<file path="src/rtl/tap_sched_pkg.sv">
// tap_sched_pkg: shared state encoding, tap clamp helper and default sizes for the tap launch scheduler
package tap_sched_pkg;
  localparam int NUM_REQ_DEF = 5;
  localparam int NUM_TAPS_DEF = 6;
  typedef enum logic [1:0] {IDLE, LAUNCH, WAIT, CAPTURE} state_t;
  function automatic int clamp_tap(input int tap, input int num_taps);
    return tap < 1 ? 1 : tap > num_taps ? num_taps : tap;
  endfunction
endpackage

</file>
<file path="src/rtl/rr_arbiter.sv">
// rr_arbiter: round-robin pick starting at a registered pointer that moves past each accepted winner
module rr_arbiter #(
  parameter int N = 5,
  localparam int IW = N > 1 ? $clog2(N) : 1
) (
  input  logic          clk,
  input  logic          rst,
  input  logic [N-1:0]  req,
  input  logic          advance,
  output logic [N-1:0]  winner,
  output logic [IW-1:0] winner_idx
);
  logic [IW-1:0] pointer;
  always_comb begin
    winner_idx = '0;
    for (int k = N - 1; k >= 0; k--)
      if (req[(int'(pointer) + k) % N]) winner_idx = IW'((int'(pointer) + k) % N);
    winner = |req ? N'(1) << winner_idx : '0;
  end
  always_ff @(posedge clk)
    if (rst) pointer <= '0;
    else if (advance) pointer <= int'(winner_idx) == N - 1 ? '0 : winner_idx + 1'b1;
endmodule

</file>
<file path="src/rtl/tap_launch_scheduler.sv">
// tap_launch_scheduler: arbitrates launches into a shared delay line and returns the bit captured at each requester's tap
module tap_launch_scheduler
  import tap_sched_pkg::*;
#(
  parameter int NUM_REQ = NUM_REQ_DEF,
  parameter int NUM_TAPS = NUM_TAPS_DEF,
  parameter int TAP_W = 3,
  parameter int ID_W = 3
) (
  input  logic                     clk,
  input  logic                     rst,
  input  logic                     enable,
  input  logic [NUM_REQ-1:0]       req,
  input  logic [NUM_REQ*TAP_W-1:0] req_tap,
  input  logic [NUM_REQ-1:0]       req_data,
  output logic [NUM_REQ-1:0]       grant,
  output logic                     busy,
  output logic                     cap_valid,
  output logic [ID_W-1:0]          cap_id,
  output logic                     cap_data,
  output logic [TAP_W-1:0]         cap_tap
);
  localparam int IW = NUM_REQ > 1 ? $clog2(NUM_REQ) : 1;
  state_t state, state_n;
  logic [NUM_REQ-1:0] win;
  logic [IW-1:0] win_idx;
  logic [ID_W-1:0] id_q;
  logic [TAP_W-1:0] tap_q, cnt;
  logic data_q, advance, launch_bit;
  logic [NUM_TAPS-1:0] line;
  assign advance = state == IDLE && enable && |req;
  assign launch_bit = state == LAUNCH && data_q;
  assign busy = state != IDLE;
  rr_arbiter #(.N(NUM_REQ)) u_arb (
    .clk(clk), .rst(rst), .req(req), .advance(advance), .winner(win), .winner_idx(win_idx)
  );
  always_comb begin
    state_n = state;
    state_n = state == IDLE   ? (advance ? LAUNCH : IDLE) :
              state == LAUNCH ? (tap_q == TAP_W'(1) ? CAPTURE : WAIT) :
              state == WAIT   ? (cnt == '0 ? CAPTURE : WAIT) : IDLE;
  end
  always_ff @(posedge clk)
    if (rst) state <= IDLE;
    else state <= state_n;
  always_ff @(posedge clk)
    if (rst) begin
      id_q <= '0;
      tap_q <= '0;
      data_q <= 1'b0;
      cnt <= '0;
      line <= '0;
      grant <= '0;
      cap_valid <= 1'b0;
      cap_id <= '0;
      cap_data <= 1'b0;
      cap_tap <= '0;
    end else begin
      line <= (line << 1) | NUM_TAPS'(launch_bit);
      grant <= advance ? win : '0;
      cap_valid <= state == CAPTURE;
      if (advance) begin
        id_q <= ID_W'(win_idx);
        tap_q <= TAP_W'(clamp_tap(int'(req_tap[win_idx*TAP_W +: TAP_W]), NUM_TAPS));
        data_q <= req_data[win_idx];
      end
      // WAIT lasts tap-1 cycles so CAPTURE lands on the cycle the bit reaches line[tap-1]
      if (state == LAUNCH) cnt <= tap_q - TAP_W'(2);
      else if (state == WAIT) cnt <= cnt - 1'b1;
      if (state == CAPTURE) begin
        cap_data <= line[tap_q - 1'b1];
        cap_id <= id_q;
        cap_tap <= tap_q;
      end
    end
endmodule

</file>
<file path="config.mk">
export PLATFORM = sky130hd
export DESIGN_NAME = tap_launch_scheduler
export DESIGN_NICKNAME = d
export VERILOG_FILES = /design/src/rtl/tap_sched_pkg.sv /design/src/rtl/rr_arbiter.sv /design/src/rtl/tap_launch_scheduler.sv
export SDC_FILE = /design/constraint.sdc
export NUM_CORES = 1
export LEC_CHECK = 0
export CAP_MARGIN = 20
export CORE_ASPECT_RATIO = 2
export CORE_MARGIN = 2
export CORE_UTILIZATION = 45
export CTS_BUF_LIST = sky130_fd_sc_hd__clkbuf_4 sky130_fd_sc_hd__clkbuf_8
export CTS_CLUSTER_DIAMETER = 30
export DETAILED_ROUTE_END_ITERATION = 16
export DONT_BUFFER_PORTS = 1
export PLACE_DENSITY = 0.57
export SYNTH_ARGS = -nofsm -noshare
export SYNTH_HDL_FRONTEND = slang
export SYNTH_SLANG_ARGS = --single-unit
</file>
<file path="constraint.sdc">
create_clock -name clk -period 13.92 [get_ports clk]
set_input_delay 4.176 -clock clk [delete_from_list [all_inputs] [get_ports clk]]
set_output_delay 4.176 -clock clk [all_outputs]
set_load 0.02 [all_outputs]
</file>
# Yosys cells after proc, flatten, opt, wreduce, memory -nomap -nowiden

Index checks and enable logic that the tools add are counted.
W data, S select, Z words.

Add/subtract/negate cells: 8
Multiply operators: 1
Divide/modulo/power cells: 5
$lt $le $gt $ge: 9
Equal/unequal tests: 5
Shift operators: 2
Muxes and demuxes: 35
Bitwise operators: 3
Reduce and logical (&&, ||, !) cells: 9

Operator list:

| kind                    | count |
|---|---|
| $lt A32 B5 Y1 const B   | 5 |
| $mod A32 B4 Y32 const B | 4 |
| $mod A4 B4 Y32 const B  | 1 |
| $mux W3                 | 10 |
| $bmux W1 S3             | 7 |
| $mux W1                 | 15 |
| $shiftx A15 B6 Y3       | 1 |
| $add A3 B2 Y4 const B   | 2 |
| $lt A3 B4 Y1 const B    | 2 |
| $mux W2                 | 3 |
| $or A6 B1 Y6            | 1 |
| $sub A3 B1 Y3 const B   | 2 |
| $mul A3 B2 Y5 const B   | 1 |
| $reduce_or A5 Y1        | 1 |
| $shl A1 B3 Y5 const A   | 1 |
| $add A3 B1 Y4 const B   | 1 |
| $add A3 B3 Y4 const B   | 1 |
| $eq A2 B2 Y1 const B    | 2 |
| $reduce_bool A2 Y1      | 2 |
| $add A3 B1 Y3 const B   | 1 |
| $eq A3 B1 Y1 const B    | 1 |
| $eq A3 B3 Y1 const B    | 1 |
| $gt A3 B3 Y1 const B    | 1 |
| $logic_and A1 B1 Y1     | 3 |
| 7 further kinds         | 8 |

Register bits: 34
Bits of input ports: 28
Output and inout port bits: 14
Logic and storage cells: 89

# Depth between registers and ports, before layout

Gate-level depths: netlist of run 1.

Word-level depth: 15
Gate-level depth with buffers: 26

# Modules after synthesis

A second synthesis of run 1 with hierarchy kept.

Cell total of the unflattened synthesis: 396
Area total of the unflattened synthesis: 3372.0 µm²

Modules (own cells, without submodules):

| module               | instances | cells each | area an instance (µm²) | sequential area each (µm²) |
|---|---|---|---|---|
| rr_arbiter           | 1         | 250        | 1915.6                 | 60.1 |
| tap_launch_scheduler | 1         | 146        | 1456.4                 | 620.6 |

# Least setup slack after synthesis of run 1

No wires, ideal clock.

Path kind: in2reg
Start: input port req[3]
End: register tap_q[0]
Arrival: 6870 ps
Slack: 6955 ps
Stages on the path: 13
Buffers on the path: 2
Path through: clkbuf_1 -> mux2_2 -> nand2_1 -> o21ai_0 -> o21ai_0 -> a21o_1 -> or4_4 -> a31oi_4 -> buf_4 -> mux2_2 -> a221oi_2 -> o221ai_1 -> a221oi_1

Longest elaborated chain between the ends: 13
Elaborated cells between the ends (all ways): 28

Ends and longest elaborated chain:

| what                                       | line                       | source |
|---|---|---|
| from (decl)                                | tap_launch_scheduler.sv:13 | `input logic [NUM_REQ-1:0] req,` |
| $bmux W1 S3                                | rr_arbiter.sv:17           | `if (req[(int'(pointer) + k) % N]) winner_idx = IW'((int'(pointer) + k) % N);` |
| $mux W1 (implied by the code) (2 in a row) | rr_arbiter.sv:17           |  |
| $mux W3 (4 in a row)                       | rr_arbiter.sv:17           |  |
| $mux W3 *                                  | rr_arbiter.sv:17           |  |
| named net u_arb.winner_idx[1]              | rr_arbiter.sv:11           | `output logic [IW-1:0] winner_idx` |
| $mul A3 B2 Y5 *                            | tap_launch_scheduler.sv:64 | `tap_q <= TAP_W'(clamp_tap(int'(req_tap[win_idx*TAP_W +: TAP_W]), NUM_TAPS));` |
| $shiftx A15 B6 Y3 *                        | tap_launch_scheduler.sv:64 |  |
| $gt A3 B3 Y1                               | tap_sched_pkg.sv:7         | `return tap < 1 ? 1 : tap > num_taps ? num_taps : tap;` |
| $mux W3                                    | tap_sched_pkg.sv:7         |  |
| $mux W3 *                                  | tap_sched_pkg.sv:7         |  |
| to (signal assigned)                       | tap_launch_scheduler.sv:64 |  |
| to (decl)                                  | tap_launch_scheduler.sv:28 | `logic [TAP_W-1:0] tap_q, cnt;` |

The timed path passes the listed nets; every way through them passes the cells marked *. The select of a mux whose other input is x is not followed.
A chain may end at the register's enable or synchronous reset.

# Final worst setup path of run 1

Start: input port req[1]
End: register tap_q[0]

Longest elaborated chain between the ends: 13
Elaborated cells between the ends (all ways): 28

Ends and longest elaborated chain:

| what                                       | line |
|---|---|
| $bmux W1 S3                                | rr_arbiter.sv:17 |
| $mux W1 (implied by the code) (2 in a row) | rr_arbiter.sv:17 |
| $mux W3 (5 in a row)                       | rr_arbiter.sv:17 |
| $mul A3 B2 Y5                              | tap_launch_scheduler.sv:64 |
| $shiftx A15 B6 Y3                          | tap_launch_scheduler.sv:64 |
| $gt A3 B3 Y1                               | tap_sched_pkg.sv:7 |
| $mux W3 (2 in a row)                       | tap_sched_pkg.sv:7 |

Several ways; a longest one is shown, not always the timed one. The select of a mux whose other input is x is not followed.

==> impl_metrics.json, run 1 <==
{
  "ios": 42,
  "hold_start": "id_q[1]",
  "clockRootBuffer": "clkbuf_8",
  "leakage_nw": 1.359,
  "drive_gt1_frac": 0.1097,
  "synthFlopType": "dfxtp_1",
  "core_sq_um": 7157,
  "die-area_sq_um": 8002,
  "internal-power_mw": 0.4448,
  "gr-total-overflow": 0,
  "r2r-end": "tap_q[0]",
  "rsz0062_at_grt": "false",
  "clk_pin_slew_worst_paths_ps": 60,
  "grt_pass1_vias": 2717,
  "io_buffers": 0,
  "path_cells": "and2_1 > a22oi_1 > a21oi_1 > nor3_1 > o22ai_1 > a31oi_4 > mux2_2 > a221oi_2 > o221ai_1 > a221oi_1",
  "grtUsageMet1": 0.2649,
  "ir_drop_v": 0.0001567,
  "num_vias": 2800,
  "fp.dieW_um": 64.26,
  "p_per_area_nw_per_um2": 263.1,
  "syn_area_sq_um": 3268,
  "worst-path-buf-inv": 0,
  "crit_fanout": 12,
  "use_met3": 0.04517,
  "rows": 44,
  "diodes": 0,
  "drtAntennaViolNets": 0,
  "cts-resized-gates": 0,
  "maxSlewViolCount": 0,
  "clk_latency_ps": 280,
  "skew_ps": 5.475,
  "async_flop_share": 0,
  "yosys.cell_types.count": 68,
  "clkPwrFrac": 0.082,
  "min_period_over_period": 0.4843,
  "crit_family": "compound AO/OA/AOI/OAI gates",
  "netlist_instances": 393,
  "synthDominantCellAreaShare": 0.2083,
  "hold_viol_final": 0,
  "met2_usage": 0.3205,
  "hold_depth": 2,
  "slowest_delay_ps": 560,
  "yosys.area.top_type": "dfxtp_1",
  "drt_first_pass_iters": 5,
  "syn-num-nets": 454,
  "synth_area_per_cell_sq_um": 8.316,
  "ys_top_cells_by_area": "dfxtp_1 21%, ha_1 13%, mux2i_1 8.3%, nor2_1 4.2%, mux2_2 3.4%",
  "cts.sinks": 34,
  "p_seq_frac": 0.150,
  "grt_max_degree": 34,
  "outcome": "finished clean",
  "worstHoldEndpoint": "id_q[1]",
  "cts_buffer_depth": 2,
  "pwr-share-comb": 0.769,
  "layout_setup_ws_ps": 7178,
  "grt_usage": 0.2005,
  "reg2reg_from": "u_arb.pointer[0]",
  "finalCriticalPeriod_ps": 6742,
  "multi_input_area_sq_um": 2386,
  "setup-violations-final": 0,
  "drtIter0Drc": 154,
  "startpoint_type": "input pin",
  "seq_area_sq_um": 680.7,
  "reg2reg_setup_slack_ps": 7510,
  "drt-total-wl_mm": 7.734,
  "relSlewSlack": 0.4682,
  "nNetsFinal": 443,
  "end_kind": "flip-flop",
  "antenna_found_initial": 0,
  "start_util": 0.4566,
  "yosys_warnings": 0,
  "cts_buffers": 5,
  "cp_data_required_time_ps": 14100,
  "grt.busiest_layer": "met2",
  "grt_pass1_wl_mm": 13.05,
  "tightest_slew_ps": 794.2,
  "flow.area_growth_from_synthesis_pct": 3.828,
  "cts_max_level": 2,
  "dpl.hpwl_mm": 5.907,
  "critPathSlowestCell": "nor3_1",
  "hold_buffers": 0,
  "timing.setup.tns_ps": 0,
  "switching_power_mw": 0.4479,
  "die_h_um": 124.5,
  "gp_congestion": 0.9081,
  "maxCapViolCount": 0,
  "place_ws_ps": 6975,
  "post-route-util": 0.4741,
  "synth_edf_count": 0,
  "vias_per_cell": 5.895,
  "timing.fmax_ghz": 0.1483,
  "wl_per_cell_um": 16.28,
  "cts_tree": "yes",
  "fill_cells": 731,
  "post_cts.repair.setup_buffers": 0,
  "r2r_cells": 19,
  "min_path_type": "reg -> reg",
  "criticalPathCategory": "in -> reg",
  "route.detailed.drc": 0,
  "swShare": 0.5017,
  "synth.ff_latch_count": 34,
  "seq_area_frac_synth": 0.2083,
  "arrival_ps": 6930
}
==> layer usage <==
metal	wire length, um	vias up
li1	-	1404
met1	3491	1286
met2	3611	95
met3	444	15
met4	187	0
met5	0	-
==> cell usage after synthesis, types with 4 or more instances <==
master / number
a21oi_1: 22
nor2b_1: 13
inv_1: 24
xnor2_1: 7
nor2_1: 37
nor3b_1: 5
clkbuf_1: 9
nand2_1: 22
a211oi_1: 11
nand3_1: 13
a211o_1: 4
buf_2: 5
o21ai_0: 8
a31oi_1: 7
and2_1: 4
mux2i_1: 27
ha_1: 33
mux2_2: 10
nand2b_1: 7
dfxtp_1: 34
a21oi_2: 4
nor3_1: 11
==> worst min-delay path, cell delays in order, from the launching register on <==
cell     delay [ps]
dfxtp_1         310
nand2_1          50
a21oi_1          50
==> power groups by stage <==
stage | clock network, mW | logic [mW] | registers, mW
6_report | 0.0728 | 0.686 | 0.134
3_3_place_gp | 0 | 0.666 | 0.136
2_1_floorplan | 0 | 0.577 | 0.132
5_1_grt | 0.0807 | 0.759 | 0.136
4_1_cts | 0.0752 | 0.682 | 0.134
3_5_place_dp | 0 | 0.677 | 0.136
==> flip-flops by register name, indices dropped and copies added, names as in the netlist <==
| signal | flops |
|---|---|
| cap_data | 1 |
| cap_valid | 1 |
| cap_id | 3 |
| state | 2 |
| u_arb.pointer | 3 |
| tap_q | 3 |
| data_q | 1 |
| id_q | 3 |
| cap_tap | 3 |
| cnt | 3 |
| line | 6 |
| grant | 5 |
==> cell families (layout without fill, tap and decap cells) <==
logic type | count (synthesis) | after routing | share of synthesized area
AND/OR/NAND/NOR | 132 | 132 | 0.2110
XOR/XNOR | 9 | 9 | 0.03216
flip-flops | 34 | 34 | 0.2083
buffers and inverters | 47 | 37 | 0.06164
multiplexers | 40 | 40 | 0.1355
AO/OA/AOI/OAI | 98 | 98 | 0.2251
adder cells (fa/ha/maj) | 33 | 33 | 0.1263
==> layout make-up <==
| cell class | count | share of cell area |
|---|---|---|
| tap | 92 | 0.03392 |
| inverter | 27 | 0.02987 |
| clock buffer | 6 | 0.02434 |
| clock inverter | 2 | 0.003687 |
| multi-input combinational | 312 | 0.7032 |
| timing repair buffer | 2 | 0.004425 |
| sequential | 34 | 0.2006 |
==> metrics by stage <==
stage          std cells  power, mW  cell area, sq um  hold WS, ps
2_1_floorplan        393     0.7085              3268        432.4
3_3_place_gp         467     0.8016              3298        442.0
3_5_place_dp         467     0.8131              3298        453.4
4_1_cts              475     0.8914              3393        462.8
5_1_grt              475     0.9749              3393        474.8
6_report             475     0.8927              3393        456.7
==> worst max-delay path by stage <==
stage | start | endpoint | depth (start not counted)
2_1_floorplan | req[3] | tap_q[0] | 13
3_3_place_gp | req[3] | tap_q[0] | 11
3_5_place_dp | req[3] | tap_q[0] | 11
4_1_cts | req[3] | tap_q[0] | 11
5_1_grt | req[1] | tap_q[0] | 10
6_report | req[1] | tap_q[0] | 10
==> layout by cell type, fill, tap and decap left out, types with 3 or more instances in the layout <==
| master | count |
|---|---|
| o21ai_0 | 8 |
| nor3b_1 | 5 |
| inv_1 | 24 |
| nand2_1 | 22 |
| nor2_1 | 37 |
| clkbuf_8 | 6 |
| o211ai_1 | 3 |
| a22o_1 | 3 |
| and2_1 | 4 |
| a221o_1 | 3 |
| a221oi_1 | 3 |
| dfxtp_1 | 34 |
| a211o_1 | 4 |
| xnor2_1 | 7 |
| a22oi_1 | 3 |
| nand4_1 | 3 |
| a31oi_1 | 7 |
| nand3_1 | 13 |
| o31ai_1 | 3 |
| nor3_1 | 11 |
| and3_1 | 3 |
| a21oi_1 | 22 |
| mux2i_1 | 27 |
| a21oi_2 | 4 |
| ha_1 | 33 |
| o211a_1 | 3 |
| mux2_2 | 10 |
| a21o_1 | 3 |
| nor2b_1 | 13 |
| a211oi_1 | 11 |
| nand2b_1 | 7 |
Power figures use the tool's default switching activity.
==> inputs of run 2 (changes only) <==
--- a/config.mk
+++ b/config.mk
@@ -13,7 +13,7 @@
 export CTS_CLUSTER_DIAMETER = 30
 export DETAILED_ROUTE_END_ITERATION = 16
 export DONT_BUFFER_PORTS = 1
-export PLACE_DENSITY = 0.57
+export PLACE_DENSITY = 0.59
 export SYNTH_ARGS = -nofsm -noshare
 export SYNTH_HDL_FRONTEND = slang
 export SYNTH_SLANG_ARGS = --single-unit
==> constraint.sdc (replaced) <==
create_clock -name clk -period 5.71 [get_ports clk]
set_input_delay 1.713 -clock clk [delete_from_list [all_inputs] [get_ports clk]]
set_output_delay 1.713 -clock clk [all_outputs]
set_load 0.02 [all_outputs]
==> impl_metrics.json, run 2 (synthesis results as in run 1) <==
{
  "largest_register_ffs": 6,
  "drive_gt1_frac": 0.1189,
  "min_path_type": "reg -> reg",
  "swShare": 0.4845,
  "maxCapViolCount": 0,
  "tightest_slew_ps": 797.8,
  "hold_buffers": 0,
  "seq_area_sq_um": 680.7,
  "layout_common_cells": "37 x nor2_1, 34 x dfxtp_1, 33 x ha_1",
  "grt_max_degree": 32,
  "antenna_found_initial": 0,
  "setup-violations-final": 0,
  "reg2reg_setup_slack_ps": 450,
  "finalPower_mw": 2.232,
  "cts.sinks": 34,
  "grt_usage": 0.1999,
  "clkPwrFrac": 0.099,
  "r2r-end": "tap_q[0]",
  "layout_setup_ws_ps": 453.7,
  "fill_cells": 708,
  "crit_family": "compound AO/OA/AOI/OAI gates",
  "clk_latency_ps": 270,
  "crit_fanout": 15,
  "criticalPathCategory": "reg -> reg",
  "start_util": 0.4566,
  "finalCriticalPeriod_ps": 5256,
  "dpl.hpwl_mm": 5.932,
  "clockRootBuffer": "clkbuf_8",
  "critPathSlowestCell": "nor2b_1",
  "rows": 44,
  "leakage_nw": 1.395,
  "cpMostUsedCell": "ha_1",
  "postLayoutCellArea_sq_um": 3448,
  "r2r_cells": 21,
  "min_period_over_period": 0.9205,
  "startpoint_type": "flip-flop",
  "p_seq_frac": 0.142,
  "cts-resized-gates": 0,
  "reg.largest.list": "line x6, grant x5",
  "worstHoldEndpoint": "line[3]",
  "instances_no_fill": 479,
  "die_h_um": 124.5,
  "cp_data_required_time_ps": 5890,
  "multi_input_area_sq_um": 2386,
  "pwr-share-comb": 0.759,
  "gp_congestion": 0.9021,
  "drt_first_pass_iters": 4,
  "placed_area_sq_um": 3336,
  "worst-path-buf-inv": 3,
  "switching_power_mw": 1.082,
  "ir_drop_v": 0.0005168,
  "post_cts.repair.setup_buffers": 0,
  "clk_pin_slew_worst_paths_ps": 70,
  "largest-register": "line",
  "die-area_sq_um": 8002,
  "cts_buffers": 5,
  "outcome": "finished clean",
  "arrival_ps": 5430,
  "cts_tree": "yes",
  "drt-total-wl_mm": 7.818,
  "place_ws_ps": 484.9,
  "timing.setup.tns_ps": 0,
  "io_buffers": 0,
  "core_sq_um": 7157,
  "ios": 42,
  "final_common_cell": "nor2_1",
  "route.detailed.drc": 0,
  "rsz0062_at_grt": "false",
  "reg2reg_from": "u_arb.pointer[1]",
  "hold_start": "line[2]",
  "post-route-util": 0.4818,
  "relSlewSlack": 0.4658,
  "vias_per_cell": 5.881,
  "cts_max_level": 2,
  "dp.cells": 472,
  "maxSlewViolCount": 0,
  "p_per_area_nw_per_um2": 647.3,
  "whs_ps": 458.1,
  "internal-power_mw": 1.150,
  "num_vias": 2817,
  "gr-total-overflow": 0,
  "fp.dieW_um": 64.26,
  "path_cells": "buf_4 > ha_1 > xor2_2 > inv_2 > ha_1 > nor3_1 > nor2_1 > xnor2_1 > ha_1 > nand2b_1 > a211o_1 > o211ai_1 > nor3_1 > nor3_4 > o21ba_2 > o32ai_2 > nor2b_1 > inv_1 > a221oi_2 > o221ai_1 > a221oi_1",
  "skew_ps": 4.680,
  "nNetsFinal": 448,
  "slowest_delay_ps": 490,
  "end_kind": "flip-flop",
  "drtIter0Drc": 223,
  "grt_pass1_wl_mm": 12.97,
  "cts_buffer_depth": 2,
  "diodes": 0,
  "flow.area_growth_from_synthesis_pct": 5.513,
  "hold_viol_final": 0,
  "grt_pass1_vias": 2752,
  "hold_depth": 1,
  "drtAntennaViolNets": 0,
  "wl_per_cell_um": 16.32,
  "timing.fmax_ghz": 0.1902
}
==> run 2: worst max-delay path by stage <==
| stage | start | end | slack, ps | cells after the start |
|---|---|---|---|---|
| after floorplan | u_arb.pointer[0] | tap_q[0] | 300 | 24 |
| after global placement | u_arb.pointer[1] | tap_q[0] | 680 | 21 |
| after detailed placement | u_arb.pointer[1] | tap_q[0] | 480 | 21 |
| after CTS | u_arb.pointer[1] | tap_q[0] | 440 | 21 |
| after global routing | u_arb.pointer[1] | tap_q[0] | 20 | 21 |
| final | u_arb.pointer[1] | tap_q[0] | 450 | 21 |
==> run 2: final cells by class <==
| cell class | instances | share of cell area |
|---|---|---|
| clock buffer | 6 | 0.02395 |
| clock inverter | 1 | 0.008708 |
| inverter | 27 | 0.02939 |
| multi-input combinational | 312 | 0.6919 |
| sequential | 34 | 0.1974 |
| tap | 92 | 0.03338 |
| timing repair buffer | 7 | 0.01524 |
==> run 2: power groups by stage <==
| stage | clock (mW) | combinational (mW) | sequential, mW |
|---|---|---|---|
| after CTS | 0.226 | 1.69 | 0.318 |
| after floorplan | 0 | 1.41 | 0.322 |
| after global placement | 0 | 1.65 | 0.322 |
| final | 0.220 | 1.70 | 0.316 |
| after global routing | 0.233 | 1.88 | 0.322 |
| after detailed placement | 0 | 1.68 | 0.323 |
==> run 2: metal layers <==
| metal | track usage | share of wire | up-vias |
|---|---|---|---|
| li1 | - | - | 1416 |
| met1 | 0.2576 | 0.44 | 1318 |
| met2 | 0.3505 | 0.50 | 74 |
| met3 | 0.02529 | 0.043 | 9 |
| met4 | 0.04255 | 0.013 | 0 |
| met5 | 0 | 0 | - |
==> inputs of run 3 (changes only) <==
--- a/config.mk
+++ b/config.mk
@@ -13,7 +13,8 @@
 export CTS_CLUSTER_DIAMETER = 30
 export DETAILED_ROUTE_END_ITERATION = 16
 export DONT_BUFFER_PORTS = 1
-export PLACE_DENSITY = 0.59
+export PLACE_DENSITY = 0.57
 export SYNTH_ARGS = -nofsm -noshare
 export SYNTH_HDL_FRONTEND = slang
 export SYNTH_SLANG_ARGS = --single-unit
+export TNS_END_PERCENT = 20
==> constraint.sdc (replaced) <==
create_clock -name clk -period 4.9 [get_ports clk]
set_input_delay 1.47 -clock clk [delete_from_list [all_inputs] [get_ports clk]]
set_output_delay 1.47 -clock clk [all_outputs]
set_load 0.02 [all_outputs]
==> impl_metrics.json, run 3 (synthesis results as in run 1) <==
{
  "maxCapViolCount": 0,
  "drive_gt1_frac": 0.2258,
  "tightest_slew_ps": 789.7,
  "core_sq_um": 7157,
  "cts_buffer_depth": 2,
  "drt_first_pass_iters": 5,
  "largest-register": "line",
  "cp_data_required_time_ps": 5030,
  "rows": 44,
  "cts_tree": "yes",
  "startpoint_type": "flip-flop",
  "hold_viol_final": 0,
  "drtIter0Drc": 213,
  "grt_usage": 0.2090,
  "die-area_sq_um": 8002,
  "relSlewSlack": 0.4712,
  "arrival_ps": 4790,
  "cts_buffers": 5,
  "gr-total-overflow": 0,
  "timing.fmax_ghz": 0.2146,
  "reg.largest.list": "line x6, grant x5",
  "whs_ps": 457.5,
  "ios": 42,
  "wl_per_cell_um": 16.81,
  "cts.sinks": 34,
  "largest_register_ffs": 6,
  "min_path_type": "reg -> reg",
  "die_h_um": 124.5,
  "io_buffers": 0,
  "route.detailed.drc": 0,
  "drtAntennaViolNets": 0,
  "finalCriticalPeriod_ps": 4659,
  "slowest_delay_ps": 530,
  "num_vias": 2935,
  "hold_buffers": 0,
  "crit_fanout": 7,
  "antenna_found_initial": 0,
  "path_cells": "inv_4 > ha_1 > o31ai_1 > xnor2_1 > ha_2 > nor3b_2 > nor2_1 > a21oi_2 > mux2_2 > a22o_1 > or4_4 > a31oi_4 > buf_6 > mux2_2 > a221o_1 > o221ai_2 > a221oi_1",
  "cpMostUsedCell": "mux2_2",
  "clk_latency_ps": 280,
  "layout_common_cells": "36 x nor2_1, 31 x dfxtp_1, 27 x mux2i_1",
  "final_common_cell": "nor2_1",
  "timing.setup.tns_ps": 0,
  "fp.dieW_um": 64.26,
  "clk_pin_slew_worst_paths_ps": 70,
  "leakage_nw": 1.499,
  "finalPower_mw": 3.074,
  "flow.area_growth_from_synthesis_pct": 14.55,
  "drt-total-wl_mm": 8.323,
  "cts_max_level": 2,
  "outcome": "finished clean",
  "placed_area_sq_um": 3433,
  "grt_pass1_vias": 2818,
  "criticalPathCategory": "reg -> reg",
  "dpl.hpwl_mm": 6.165,
  "postLayoutCellArea_sq_um": 3744,
  "grt_pass1_wl_mm": 13.67,
  "crit_family": "compound AO/OA/AOI/OAI gates",
  "critPathSlowestCell": "or4_4",
  "start_util": 0.4566,
  "skew_ps": 3.857,
  "grt_max_degree": 32,
  "diodes": 0,
  "setup-violations-final": 0,
  "clockRootBuffer": "clkbuf_8",
  "nNetsFinal": 463,
  "end_kind": "flip-flop",
  "maxSlewViolCount": 0,
  "p_per_area_nw_per_um2": 821.2,
  "worst-path-buf-inv": 2,
  "gp_congestion": 0.8846,
  "min_period_over_period": 0.9509,
  "ir_drop_v": 0.0007247,
  "vias_per_cell": 5.929
}
-- run 3: report_power, final --
part           total, mW  switching, mW  internal [mW]
registers          0.377         0.0547          0.322
clock network      0.220          0.101          0.119
logic               2.48           1.31           1.16
total               3.07           1.47           1.61
-- run 3: repair_timing --
action	in CTS	in global routing
setup endpoints to repair	0	9
buffers inserted	0	9
gates resized for setup	0	35
-- run 3: tightest hold or removal path: cells and delay by family, from the launching register on --
kind             cells  cell delay, ps
flip-flops           1             310
AND/OR/NAND/NOR      1              50
AO/OA/AOI/OAI        1              60
-- run 3: layer usage --
layer | vias to the layer above | wire [um] | GRT usage
met1 | 1377 | 3472 | 0.2696
met5 | - | 0 | 0
met2 | 92 | 4128 | 0.3438
met4 | 0 | 204 | 0.06508
met3 | 17 | 517 | 0.04426
li1 | 1449 | - | -
-- run 3: final cells by class --
type                       instances  area, sq um
clock buffer                       7        90.09
clock inverter                     1        5.005
fill                             696         3413
inverter                          27        120.1
multi-input combinational        312         2545
sequential                        34        686.9
tap                               92        115.1
timing repair buffer              22        181.4
-- run 3: path summary, 6_finish.rpt --
| check | start | slack (ps) | to | cells past startpoint |
|---|---|---|---|---|
| setup / recovery | u_arb.pointer[1] | 240 | tap_q[0] | 17 |
| hold / removal | id_q[1] | 460 | id_q[1] | 2 |
| setup reg to reg | u_arb.pointer[1] | 240 | tap_q[0] | 17 |
| hold reg to reg | id_q[1] | 460 | id_q[1] | 2 |
-- run 3: per-stage QoR --
| stage | instances | worst slack (ps) | utilization |
|---|---|---|---|
| after floorplan | 393 | 0.1030 | - |
| after global placement | 478 | 204.2 | 0.4797 |
| after detailed placement | 478 | 83.07 | 0.4797 |
| after CTS | 486 | 48.60 | 0.4930 |
| after global routing | 495 | -2.304 | 0.5231 |
| final | 495 | 240.7 | 0.5231 |
